--- src/rtl/fetch_unit.sv ---
// fetch_unit: in-order instruction fetch feeding a 2-entry instruction queue.
// Optional misaligned-redirect detection is compiled in with FETCH_MISALIGN_CHECK_EN.
module fetch_unit #(
    parameter logic [31:0] RESET_PC = 32'h0000_0000,
    parameter int          QDEPTH   = 2
) (
    input  logic        clk,
    input  logic        rst_n,
    input  logic        redirect,
    input  logic [31:0] redirect_pc,
    output logic        imem_req_valid,
    input  logic        imem_req_ready,
    output logic [31:0] imem_addr,
    input  logic        imem_rsp_valid,
    input  logic [31:0] imem_rsp_data,
    output logic        instr_valid,
    input  logic        instr_ready,
    output logic [31:0] instr,
    output logic [31:0] instr_pc,
    output logic        misaligned
);

    typedef enum logic {
        ST_RUN  = 1'b0,
        ST_HALT = 1'b1
    } state_t;

    state_t      r_state;
    state_t      w_state_next;
    logic [31:0] r_fetch_pc;
    logic [31:0] w_fetch_pc_next;
    logic [31:0] r_rsp_pc;
    logic [31:0] w_rsp_pc_next;
    logic [1:0]  r_out_cnt;
    logic [1:0]  w_out_cnt_next;
    logic [1:0]  r_drop_cnt;
    logic [1:0]  w_drop_cnt_next;
    logic [1:0]  r_q_cnt;
    logic [1:0]  w_q_cnt_next;
    logic        r_q_head;
    logic        w_q_head_next;
    logic        r_misaligned;
    logic        w_misaligned_next;

    logic [31:0] r_q_data [QDEPTH];
    logic [31:0] r_q_pc   [QDEPTH];

    logic        w_redirect_run;
    logic        w_bad_target;
    logic [31:0] w_target;
    logic        w_pop;
    logic        w_push;
    logic        w_req_fire;
    logic        w_q_tail;
    logic [2:0]  w_credit;

`ifdef FETCH_MISALIGN_CHECK_EN
    assign w_target     = redirect_pc;
    assign w_bad_target = (redirect_pc[1:0] != 2'b00);
`else
    assign w_target     = redirect_pc & 32'hFFFF_FFFC;
    assign w_bad_target = 1'b0;
`endif

    assign w_redirect_run = redirect && (r_state == ST_RUN);

    assign instr_valid = (r_q_cnt != 2'd0);
    assign instr       = r_q_data[r_q_head];
    assign instr_pc    = r_q_pc[r_q_head];
    assign misaligned  = r_misaligned;
    assign w_pop       = instr_valid && instr_ready;

    // The slot freed by this cycle's pop is already a credit, which keeps a
    // latency-1 memory streaming one instruction per cycle.
    assign w_credit = {1'b0, r_q_cnt} + {1'b0, r_out_cnt} - {2'b00, w_pop};

    assign imem_req_valid = rst_n && (r_state == ST_RUN) && !redirect && (w_credit < 3'd2);
    assign imem_addr      = r_fetch_pc;
    assign w_req_fire     = imem_req_valid && imem_req_ready;

    assign w_push   = imem_rsp_valid && !w_redirect_run && (r_state == ST_RUN)
                      && (r_drop_cnt == 2'd0);
    assign w_q_tail = r_q_head ^ r_q_cnt[0];

    always_ff @(posedge clk or negedge rst_n) begin
        if (!rst_n) begin
            r_state <= ST_RUN;
        end else begin
            r_state <= w_state_next;
        end
    end

    always_comb begin
        w_state_next      = r_state;
        w_fetch_pc_next   = r_fetch_pc;
        w_rsp_pc_next     = r_rsp_pc;
        w_out_cnt_next    = r_out_cnt + {1'b0, w_req_fire} - {1'b0, imem_rsp_valid};
        w_drop_cnt_next   = r_drop_cnt;
        w_q_cnt_next      = r_q_cnt;
        w_q_head_next     = r_q_head;
        w_misaligned_next = r_misaligned;
        if (w_redirect_run) begin
            // Everything still in flight after this cycle belongs to the old stream.
            w_fetch_pc_next = w_target;
            w_rsp_pc_next   = w_target;
            w_q_cnt_next    = 2'd0;
            w_q_head_next   = 1'b0;
            w_drop_cnt_next = r_out_cnt - {1'b0, imem_rsp_valid};
            if (w_bad_target) begin
                w_state_next      = ST_HALT;
                w_misaligned_next = 1'b1;
            end
        end else begin
            if (w_req_fire) begin
                w_fetch_pc_next = r_fetch_pc + 32'd4;
            end
            if (imem_rsp_valid && (r_drop_cnt != 2'd0)) begin
                w_drop_cnt_next = r_drop_cnt - 2'd1;
            end
            if (w_push) begin
                w_rsp_pc_next = r_rsp_pc + 32'd4;
            end
            w_q_cnt_next  = r_q_cnt + {1'b0, w_push} - {1'b0, w_pop};
            w_q_head_next = r_q_head ^ w_pop;
        end
    end

    always_ff @(posedge clk or negedge rst_n) begin
        if (!rst_n) begin
            r_fetch_pc   <= RESET_PC;
            r_rsp_pc     <= RESET_PC;
            r_out_cnt    <= 2'd0;
            r_drop_cnt   <= 2'd0;
            r_q_cnt      <= 2'd0;
            r_q_head     <= 1'b0;
            r_misaligned <= 1'b0;
        end else begin
            r_fetch_pc   <= w_fetch_pc_next;
            r_rsp_pc     <= w_rsp_pc_next;
            r_out_cnt    <= w_out_cnt_next;
            r_drop_cnt   <= w_drop_cnt_next;
            r_q_cnt      <= w_q_cnt_next;
            r_q_head     <= w_q_head_next;
            r_misaligned <= w_misaligned_next;
        end
    end

    always_ff @(posedge clk or negedge rst_n) begin
        if (!rst_n) begin
            for (int i = 0; i < QDEPTH; i++) begin
                r_q_data[i] <= 32'd0;
                r_q_pc[i]   <= 32'd0;
            end
        end else if (w_push) begin
            r_q_data[w_q_tail] <= imem_rsp_data;
            r_q_pc[w_q_tail]   <= r_rsp_pc;
        end
    end

endmodule

--- config.mk ---
export PLATFORM = sky130hd
export DESIGN_NAME = fetch_unit
export DESIGN_NICKNAME = d
export VERILOG_FILES = /design/src/rtl/fetch_unit.sv
export SDC_FILE = /design/constraint.sdc
export NUM_CORES = 1
export LEC_CHECK = 0
export CAP_MARGIN = 20
export CORE_MARGIN = 10
export CORE_UTILIZATION = 48
export CTS_CLUSTER_SIZE = 20
export DETAILED_ROUTE_END_ITERATION = 10
export GPL_TIMING_DRIVEN = 0
export PLACE_DENSITY = 0.89
export SYNTH_ARGS = -nofsm -noshare
export SYNTH_HDL_FRONTEND = slang
export SYNTH_SLANG_ARGS = --single-unit
--- constraint.sdc ---
create_clock -name clk -period 2.85 [get_ports clk]
set_input_delay 0.57 -clock clk [delete_from_list [all_inputs] [get_ports clk]]
set_output_delay 0.57 -clock clk [all_outputs]
set_load 0.005 [all_outputs]
Yosys cells after proc, flatten, opt, wreduce, memory -nomap -nowiden --
Cells that the tools add are included.
Operators by class: add/subtract/negate cells 10, multiply operators 0, div/mod/pow operators 0, magnitude comparators 4, eq/ne operators 0, shift operators 0, mux-type cells 18, bitwise operators 4, reduce and logical (&&, ||, !) cells 15
Operator list (number):
- $mux W32 | 11
- $bwmux W64 | 2
- $add A32 B3 Y32 const B | 2
- $demux W32 S1 | 1
- $reduce_bool A2 Y1 | 5
- $logic_and A1 B1 Y1 | 8
- $mux W2 | 3
- $sub A2 B1 Y2 | 3
- $add A2 B1 Y2 | 2
- $ge A2 B2 Y1 const B | 2
- $not A1 Y2 | 2
- $add A2 B2 Y3 | 1
- $lt A3 B2 Y1 const B | 1
- $sub A3 B1 Y3 | 1
- $logic_not A2 Y1 | 1
- $lt A2 B1 Y1 const B | 1
- $sub A2 B1 Y2 const B | 1
- $xor A1 B1 Y1 | 2
- $logic_not A1 Y1 | 1
- $mux W1 | 1
Word-level totals: register bits after elaboration 199, bits in latches 0, RAM bits 0, bits in read-only memories 0, input port bits 70, output and inout bits 99, word-level logic and storage cells 61, memories kept 0

Logic depth before layout (Yosys ltp) --
Gate-level depths: netlist of run 1.
depth in word-level cells 8, depth in mapped cells 15, depth with buffers taken out 14

Worst setup path after synthesis of run 1 --
No wires, ideal clock.
path type input port to flip-flop, from input port instr_ready, to register r_out_cnt[1], arrival time 2954 ps, setup slack -227 ps, cell stages on the path 13, buffers on the path 1, path through and2_1 ha_1 nand2b_1 fa_1 nand4b_1 and2b_4 inv_1 clkbuf_1 ha_1 inv_1 ha_1 xnor2_1 xnor2_1
On the way: cells in the longest elaborated chain, start to end 7
Ends and longest elaborated chain:
- start, declared | line 17 | input logic instr_ready,
- $logic_and A1 B1 Y1 | line 71 | assign w_pop = instr_valid && instr_ready;
- $sub A3 B1 Y3 | line 75 | assign w_credit = {1'b0, r_q_cnt} + {1'b0, r_out_cnt} - {2'b00, w_pop};
- $lt A3 B2 Y1 | line 77 | assign imem_req_valid = rst_n && (r_state == ST_RUN) && !redirect && (w_credit < 3'd2);
- $logic_and A1 B1 Y1 | line 77
- $logic_and A1 B1 Y1 | line 79 | assign w_req_fire = imem_req_valid && imem_req_ready;
- $add A2 B1 Y2 | line 97 | w_out_cnt_next = r_out_cnt + {1'b0, w_req_fire} - {1'b0, imem_rsp_valid};
- $sub A2 B1 Y2 | line 97
- named net w_out_cnt_next[1] | line 35 | logic [1:0] w_out_cnt_next;
- end signal, assigned | line 140 | r_out_cnt <= w_out_cnt_next;
- end, declared | line 34 | logic [1:0] r_out_cnt;
The timed path passes the listed nets, and every way through them passes these cells. A chain may end at the register's enable or synchronous reset.

Worst setup path in the final report of run 1 --
from register r_q_cnt[1], to output port imem_req_valid
On the way: cells in the longest elaborated chain, start to end 5
Ends and longest elaborated chain:
- start, declared | line 38 | logic [1:0] r_q_cnt;
- start signal, assigned | line 142 | r_q_cnt <= w_q_cnt_next;
- parallel branches: the longest is 2 deep, another holds $add A2 B2 Y3
- $sub A3 B1 Y3 * | line 75
- $lt A3 B2 Y1 * | line 77
- $logic_and A1 B1 Y1 * | line 77
- end, declared | line 11 | output logic imem_req_valid,
Every way passes the cells marked *.

==> run metrics, run 1 <==
final weighted congestion in routability-driven placement between 0.8 and 0.9; fmax roughly 340 MHz; clock latency reported for the late side of the worst-skew pair about 0.43 ns; final worst hold slack roughly 0.070 ns; first-pass iteration count of the detailed router 5; violations in the final reports negative setup slack; internal portion of total power 7.75 mW; Post-Route WL about 25000 um; Worst setup startpoint r_q_cnt[1]; reg-to-reg setup timing slack -0.06 ns; dpl cell area 11300 um2; transition time of the tightest slew-check pin approximately 0.79 ns; top-count cell post-synth mux2_2; number of enable flip-flop cells after synthesis 0; first-pass GRT wire length around 38000 um; die width 159 um; post-synthesis cell count 733; RSZ-0062 raised after global routing yes; element type at the critical path start register; maximum number of buffers from clock root to sink 2; critical path peak fanout 2; clk slew on worst S/H paths roughly 0.070 ns; number of warnings printed during yosys synthesis 0; depth of the CTS H-tree 4; overall track demand over capacity in global routing between 10% and 20%; portion of the post-synthesis area used by sequential elements about half; Worst EP arrival ~2.4 ns; FF-to-FF End r_out_cnt[1]; number of buffers created by CTS 17; signed area change from the synthesized netlist to the final layout 31.2%; Core Area about 19000 um2; Via-to-Cell Ratio 5.59; cell taking the most area after synthesis dfrtp_1; number of global-route vias before repair 7112; final setup TNS -0.264 ns; type of the worst setup path reg -> out; Gate power share roughly two fifths; net switching fraction of the power a little under a third; I/O pin count 169; number of sinks driven by the clock tree ~190; Mapped Area roughly 9000 um2; remaining number of nets flagged by the antenna check after routing 0; clock network fraction of total power between 20% and 30%; Switching Power ~3.3 mW; Post-synth ARST share 100%; unique cell type count in the Yosys netlist 56; worst-case setup slack after placement -0.731 ns; number of max-cap violations 0; leading register cell type out of synthesis dfrtp_1; Chip Height roughly 160 um; full die area 25200 um2; Crit Reg-Reg Startpoint r_q_cnt[1]; worst min-delay path class in -> async; DRC errors left 0; post-detailed-placement half-perimeter wirelength around 17000 um; Root Buffer clkbuf_16; Setup WS post-layout -0.105 ns; Post-Synthesis Mean Instance Area roughly 13 um2; sort of element at the end of the critical path output port; commonest cells in the synthesized netlist 193 x mux2_2, 191 x dfrtp_1, 44 x nand2_1; number of antenna violations at the first check in global routing 2; post-route cell area 12100 um2; net count reported at finish just over 1000; Hold Vio Cnt, Final 0; clock tree from TritonCTS built; Slew Viols, Final 0; effective utilization at floorplan about half; maximum number of pins on one net before global-route repair between 100 and 150; FF+latch count, synth roughly 190; highest ir drop seen on vdd between 500 and 600 uV; share of the synthesized area in the top cell type 51.8%; number of rows in the core area 50; global route overflow 0; WP data required about 2.3 ns; Max transition margin about 47%; first-iteration detailed-routing DRC count 458; top cells by area in the synthesized netlist dfrtp_1 52%, mux2_2 24%, xor2_1 3.2%; status finished with violations; fraction of layout instances using a drive strength above 1 around 33%; power share of the sequential group between 30% and 40%; Layout Skew around 0.011 ns; critical path capture point imem_req_valid; Final Setup Violations 7; final routed wire length divided by cell count around 21 um; worst reg2reg path depth 14; fin crit share 104%; LEAKAGE 5.15 nW; PortBufs about 160; Power Dens Cells just over 900 nW/um2; final critical delay including setup and external delays ~3 ns; total of hold buffers inserted after clock tree synthesis 0; total number of vias 6751
critical path, stage by stage (launching register included):
cell and delay [ns]:
dfrtp_1 0.41, inv_2 0.08, nand2_2 0.05, and2_4 0.14, ha_4 0.20, nand2b_4 0.14
fa_2 0.35, xor2_1 0.19, and4_1 0.26, buf_2 0.13
what timing repair did:
action | CTS | global route
buffers inserted | 12 | 4
gates cloned | 1 | 0
endpoints found under the setup margin | 75 | 63
pin swaps | 11 | 19
gates resized for setup | 27 | 29
metal layers:
| layer | global-route usage (%) | part of all wire [%] | vias to the layer above |
|---|---|---|---|
| li1 | - | - | 3025 |
| met1 | 23.1 | 40 | 3395 |
| met2 | 32.6 | 49 | 278 |
| met3 | 6.13 | 8.6 | 53 |
| met4 | 6.62 | 2.5 | 0 |
| met5 | 0 | 0 | - |
layout make-up:
cell class	count	area, um2
Fill cell	1412	6730
Sequential cell	191	4780
Multi-Input combinational cell	488	4270
Timing Repair Buffer	177	1780
Clock buffer	17	425
Tap cell	260	325
Buffer	42	278
Clock inverter	15	170
Inverter	15	63.8
Antenna cell	2	5.00
cells in the final DEF, fill, tap and decap left out, drive strengths merged, types with 22 or more instances in the layout:
cell type	instances
dfrtp	191
clkbuf	30
nand3	22
nand4	32
inv	23
nand2	45
clkdlybuf4s50	158
xor2	34
buf	47
o21ai	26
mux2	196
state kept, by name (all words and copies together), names as in the netlist:
signal and count:
r_q_cnt 2, r_rsp_pc 30, r_q_head 1, r_out_cnt 2, r_q_pc 60, imem_addr 30
r_q_data 64, r_drop_cnt 2
metrics by stage:
step                      power [mW]  util (%)  instances
after global placement          8.38      59.6       1158
after global routing            11.7      64.2       1205
after CTS                       11.1      63.8       1203
after floorplan                 6.46         -        737
final                           11.1      64.2       1207
after detailed placement        8.54      59.8       1159
worst min-delay path by stage:
| stage | end | cells after the start | from | slack [ns] |
|---|---|---|---|---|
| final | r_q_data[60] | 1 | rst_n | 0.07 |
| after global routing | r_q_data[28] | 1 | rst_n | 0.11 |
| after CTS | r_q_data[60] | 1 | rst_n | 0.09 |
| after detailed placement | r_q_data[60] | 1 | r_q_data[60] | 0.48 |
| after global placement | r_q_data[53] | 1 | r_q_data[53] | 0.46 |
| after floorplan | imem_addr[10] | 0 | rst_n | 0.27 |
kinds of logic (layout without fill, tap and decap cells):
| logic type | Yosys count | after routing | share of synthesized area [%] |
|---|---|---|---|
| other | 1 | 7 | 0.0407 |
| muxes | 197 | 197 | 24.0 |
| AOI/OAI and AO/OA | 67 | 67 | 4.56 |
| and+or+nand+nor | 159 | 159 | 9.97 |
| buffers and inverters | 58 | 266 | 3.34 |
| xor gates and xnor gates | 49 | 49 | 4.65 |
| adders and majority gates | 11 | 11 | 1.57 |
| DFF | 191 | 191 | 51.8 |
power groups by stage:
stage	clock network [mW]	logic (mW)	registers [mW]
3_5_place_dp	0	4.21	4.34
6_report	2.41	4.37	4.30
4_1_cts	2.44	4.37	4.29
5_1_grt	2.56	4.73	4.43
3_3_place_gp	0	4.10	4.27
2_1_floorplan	0	2.31	4.15
No activity file was read; power rests on OpenSTA's default activity.
==> run 2, diff against run 1 <==
--- a/config.mk
+++ b/config.mk
@@ -7,11 +7,11 @@
 export LEC_CHECK = 0
 export CAP_MARGIN = 20
 export CORE_MARGIN = 10
-export CORE_UTILIZATION = 48
+export CORE_UTILIZATION = 45
 export CTS_CLUSTER_SIZE = 20
 export DETAILED_ROUTE_END_ITERATION = 10
 export GPL_TIMING_DRIVEN = 0
-export PLACE_DENSITY = 0.89
+export PLACE_DENSITY = 0.85
 export SYNTH_ARGS = -nofsm -noshare
 export SYNTH_HDL_FRONTEND = slang
 export SYNTH_SLANG_ARGS = --single-unit
==> run metrics, run 2 (same netlist as run 1, synthesis figures left out) <==
element type at the critical path start register; fraction of layout instances using a drive strength above 1 about a third; Filler cells 1607; Gate power share between 40% and 50%; Worst EP arrival roughly 3.3 ns; I/O pin count between 150 and 200; DRC errors left 0; Hold Vio Cnt, Final 0; sort of element at the end of the critical path register; slowest CP cell fa_2; die width around 160 um; net count reported at finish around 1000; LEAKAGE approximately 5.2 nW; worst reg2reg path depth 15; number of rows in the core area 52; PortBufs 161; Chip Height roughly 160 um; total of hold buffers inserted after clock tree synthesis 0; registers with the highest flip-flop counts r_q_data (64), r_q_pc (60); post-detailed-placement half-perimeter wirelength roughly 17000 um; total power between 10 and 15 mW; number of flip-flops in the largest register 64; number of sinks driven by the clock tree roughly 190; effective utilization at floorplan a little under half; dpl cell area ~11000 um2; RSZ-0062 raised after global routing yes; cell-by-cell trace of the critical path inv_2 -> nand2_2 -> and2_4 -> ha_4 -> nand2b_4 -> fa_2 -> nand4b_1 -> and2b_4 -> inv_4 -> clkbuf_16 -> ha_4 -> inv_2 -> ha_4 -> xnor2_2 -> xnor2_1; Via-to-Cell Ratio between 5 and 6; most flop-heavy register r_q_data; Post-Route WL about 25000 um; Switching Power 3.36 mW; maximum number of buffers from clock root to sink 2; Max transition margin approximately two fifths; critical path peak fanout 3; worst min-delay path class in -> async; crit-path most repeated cell ha_4; clock network fraction of total power 20.9%; first-pass iteration count of the detailed router 5; overall track demand over capacity in global routing between 10% and 20%; Power Dens Cells 913 nW/um2; remaining number of nets flagged by the antenna check after routing 0; status finished with violations; clk slew on worst S/H paths around 0.08 ns; number of standard cells in the layout, taps in and fillers out 1223; clock tree from TritonCTS built; power share of the sequential group between 30% and 40%; total number of vias between 6000 and 7000; most common cell after layout, fill and taps aside dfrtp_1; first-pass GRT wire length between 30000 and 40000 um; final worst hold slack 0.194 ns; commonest non-fill, non-tap cells in the layout 191 x dfrtp_1, 189 x mux2_2, 158 x clkdlybuf4s50_1; net switching fraction of the power between 30% and 40%; clock latency reported for the late side of the worst-skew pair roughly 0.44 ns; Top delay family on crit path adder cells; global route overflow 0; full die area roughly 27000 um2; cell count along the critical path 15; highest ir drop seen on vdd around 510 uV; type of the worst setup path reg -> reg; number of buffers created by CTS 17; first-iteration detailed-routing DRC count 466; Worst setup startpoint r_q_cnt[0]; signed area change from the synthesized netlist to the final layout 32.2%; fin crit share 103%; fmax 341 MHz; Root Buffer clkbuf_16; Setup WS post-layout -0.0850 ns; transition time of the tightest slew-check pin ~0.91 ns; number of placed cells counting well taps about 1200; Final Setup Violations 8; post-route cell area between 10000 and 15000 um2; number of max-cap violations 0; Core Area 20200 um2; internal portion of total power roughly 7.8 mW; Crit Reg-Reg Startpoint r_q_cnt[0]; total inserted antenna cells 0; final weighted congestion in routability-driven placement between 0.8 and 0.9; number of global-route vias before repair 6985; violations in the final reports negative setup slack; final routed wire length divided by cell count between 20 and 25 um; biggest cell delay along the critical path about 0.54 ns; maximum number of pins on one net before global-route repair between 100 and 150; Slew Viols, Final 0; number of antenna violations at the first check in global routing 3; critical path buffer and inverter count 4; final critical delay including setup and external delays ~3 ns; WP data required around 3.2 ns; Layout Skew about 0.017 ns; fin util between 60% and 70%; depth of the CTS H-tree 4
run 2: power groups by stage:
stage	registers (mW)	logic (mW)	clock network, mW
2_1_floorplan	4.15	2.31	0
3_3_place_gp	4.28	4.13	0
3_5_place_dp	4.34	4.22	0
4_1_cts	4.29	4.54	2.36
5_1_grt	4.42	4.88	2.48
6_report	4.30	4.50	2.33
run 2: what timing repair did:
action,CTS,global route
setup buffers,16,8
setup endpoints to repair,78,38
resized for setup,33,25
gates cloned,2,0
pin swaps,13,30
run 2: area by class of cell:
class	count	area (um2)	share of cell area, %
Sequential cell	191	4780	39.2
Multi-Input combinational cell	488	4290	35.2
Timing Repair Buffer	184	1850	15.2
Clock buffer	18	429	3.52
Tap cell	270	338	2.77
Buffer	43	297	2.43
Clock inverter	14	144	1.18
Inverter	15	58.8	0.482
run 2: worst paths after layout:
| kind | endpoint | slack [ns] |
|---|---|---|
| max | r_out_cnt[1] | -0.08 |
| min | r_q_pc[54] | 0.19 |
| max reg2reg | r_out_cnt[1] | -0.08 |
| min reg2reg | r_q_pc[34] | 0.49 |
| max in group asynchronous | r_q_data[63] | 1.78 |
| min in group clk | r_q_pc[34] | 0.49 |
run 2: per-stage QoR:
stage | setup TNS, ns | setup slack, ns
CTS | -0.221 | -0.0892
detailed placement | -19.18 | -0.739
finish | -0.215 | -0.0850
global placement | -1475.91 | -6.71
floorplan | -0.0764 | -0.0764
global route | -1.70 | -0.203
run 2: per-layer routing:
metal  vias up  global-route usage (%)  share of wire, %
li1       3029                       -                 -
met5         -                       0             0.053
met3        36                    4.98               7.0
met2       256                    29.9                49
met4         2                    4.84               1.5
met1      3458                    22.9                42
==> run 3, diff against run 2 <==
--- a/config.mk
+++ b/config.mk
@@ -6,12 +6,13 @@
 export NUM_CORES = 1
 export LEC_CHECK = 0
 export CAP_MARGIN = 20
+export CORE_ASPECT_RATIO = 0.9
 export CORE_MARGIN = 10
-export CORE_UTILIZATION = 45
+export CORE_UTILIZATION = 48
 export CTS_CLUSTER_SIZE = 20
 export DETAILED_ROUTE_END_ITERATION = 10
 export GPL_TIMING_DRIVEN = 0
-export PLACE_DENSITY = 0.85
+export PLACE_DENSITY = 0.89
 export SYNTH_ARGS = -nofsm -noshare
 export SYNTH_HDL_FRONTEND = slang
 export SYNTH_SLANG_ARGS = --single-unit
==> run metrics, run 3 (same netlist as run 1, synthesis figures left out) <==
overall track demand over capacity in global routing approximately a fifth; Via-to-Cell Ratio 5.61; net count reported at finish roughly 1000; Hold Vio Cnt, Final 0; Filler cells around 1400; dpl cell area around 11000 um2; maximum number of buffers from clock root to sink 2; Worst EP arrival 2.38 ns; global route overflow 0; post-route cell area about 12000 um2; final weighted congestion in routability-driven placement between 0.8 and 0.9; registers with the highest flip-flop counts r_q_data (64), r_q_pc (60); WP data required about 2.3 ns; worst min-delay path class in -> async; number of max-cap violations 0; number of flip-flops in the largest register 64; area of the multi-input gates ~4200 um2; number of buffers created by CTS 17; worst reg2reg path depth 15; fmax 339 MHz; violations in the final reports negative setup slack; element type at the critical path start input port; maximum number of pins on one net before global-route repair ~110; worst-case setup slack after placement -0.676 ns; transition time of the tightest slew-check pin about 0.78 ns; type of the worst setup path in -> out; critical path peak fanout 10; Worst setup startpoint redirect; I/O pin count between 150 and 200; most flop-heavy register r_q_data; clock latency reported for the late side of the worst-skew pair ~0.43 ns; DRC errors left 0; first-iteration detailed-routing DRC count 525; Post-Route WL around 25000 um; Max transition margin 47.7%; fin crit share 104%; first-pass GRT wire length 38800 um; number of rows in the core area 48; final routed wire length divided by cell count 20.9 um; Setup WS post-layout -0.101 ns; Layout Skew between 0.01 and 0.015 ns; Chip Height around 150 um; Slew Viols, Final 0; Core Area about 19000 um2; final critical delay including setup and external delays 2.95 ns; signed area change from the synthesized netlist to the final layout 30.2%; fraction of layout instances using a drive strength above 1 approximately a third; Root Buffer clkbuf_16; clock tree from TritonCTS built; number of global-route vias before repair 7080; sequential cell area between 4000 and 5000 um2; commonest non-fill, non-tap cells in the layout 193 x mux2_2, 191 x dfrtp_1, 158 x clkdlybuf4s50_1; status finished with violations; Final Setup Violations 2; RSZ-0062 raised after global routing yes; post-detailed-placement half-perimeter wirelength 17600 um; number of antenna violations at the first check in global routing 2; first-pass iteration count of the detailed router 5; Crit Reg-Reg Startpoint r_q_cnt[0]; depth of the CTS H-tree 4; clk slew on worst S/H paths approximately 0.06 ns; sort of element at the end of the critical path output port; PortBufs 161; highest ir drop seen on vdd about 480 uV; total number of vias between 6000 and 7000; number of sinks driven by the clock tree ~190; effective utilization at floorplan approximately half; LEAKAGE 5.11 nW; full die area between 20000 and 30000 um2; remaining number of nets flagged by the antenna check after routing 0; die width between 150 and 200 um; most common cell after layout, fill and taps aside mux2_2; Power Dens Cells 928 nW/um2
## run 3: changes by cell type in the layout (fill, tap and decap cells not counted), moves of 3 or more
cell       delta
buf_6         -7
buf_4         -4
inv_6         -4
mux2_2        +4
mux2_4        -4
bufinv_16     +3
clkinv_2      +3
inv_8         -3
## run 3: repair_timing
item                       CTS  global route
pin swaps                    8             8
setup buffers               11             2
resized for setup           22             9
hold buffers                 0             0
setup endpoints to repair   71            40
## run 3: area by class of cell
cell class | count | area share, %
Multi-Input combinational cell | 488 | 35.2
Inverter | 15 | 0.573
Clock inverter | 13 | 1.36
Timing Repair Buffer | 175 | 14.6
Clock buffer | 18 | 3.66
Sequential cell | 191 | 39.8
Tap cell | 250 | 2.60
Buffer | 41 | 2.13
Antenna cell | 1 | 0.0208
## run 3: worst paths after layout
| kind | slack (ns) | endpoint |
|---|---|---|
| worst max-delay path | -0.10 | imem_req_valid |
| worst min-delay path | 0.11 | r_q_pc[45] |
| worst max register to register | -0.02 | r_out_cnt[1] |
| worst min register to register | 0.49 | r_q_data[60] |
| max in group asynchronous | 1.77 | r_q_pc[24] |
| min in group clk | 0.49 | r_q_data[60] |
## run 3: per-stage QoR
stage	cells	power [mW]	hold slack, ns	util, %	TNS [ns]
global placement	1148	8.37	0.465	58.9	-1454.54
detailed placement	1149	8.56	0.475	59.1	-16.90
global route	1191	11.8	0.145	63.1	-0.754
floorplan	737	6.46	0.274	-	-0.0764
CTS	1189	11.2	0.146	62.8	-0.0694
finish	1192	11.1	0.109	63.1	-0.124
## run 3: critical path, stage by stage
cell             delay [ns]
clkdlybuf4s50_1        0.52
inv_1                  0.18
clkbuf_1               0.62
and4_1                 0.35
buf_2                  0.13
## run 3: metal layers
layer	track usage (%)	share of wire, %	vias up
met5	0	0	-
met4	5.58	1.5	0
met3	4.49	6.1	36
met2	33.2	50	278
met1	24.0	43	3358
li1	-	-	3018
## run 3: where the power goes
| part | switching [mW] | total, mW | internal, mW |
|---|---|---|---|
| sequential | 0.611 | 4.31 | 3.70 |
| combinational | 1.58 | 4.39 | 2.81 |
| clock | 1.05 | 2.45 | 1.40 |
| total | 3.24 | 11.1 | 7.91 |
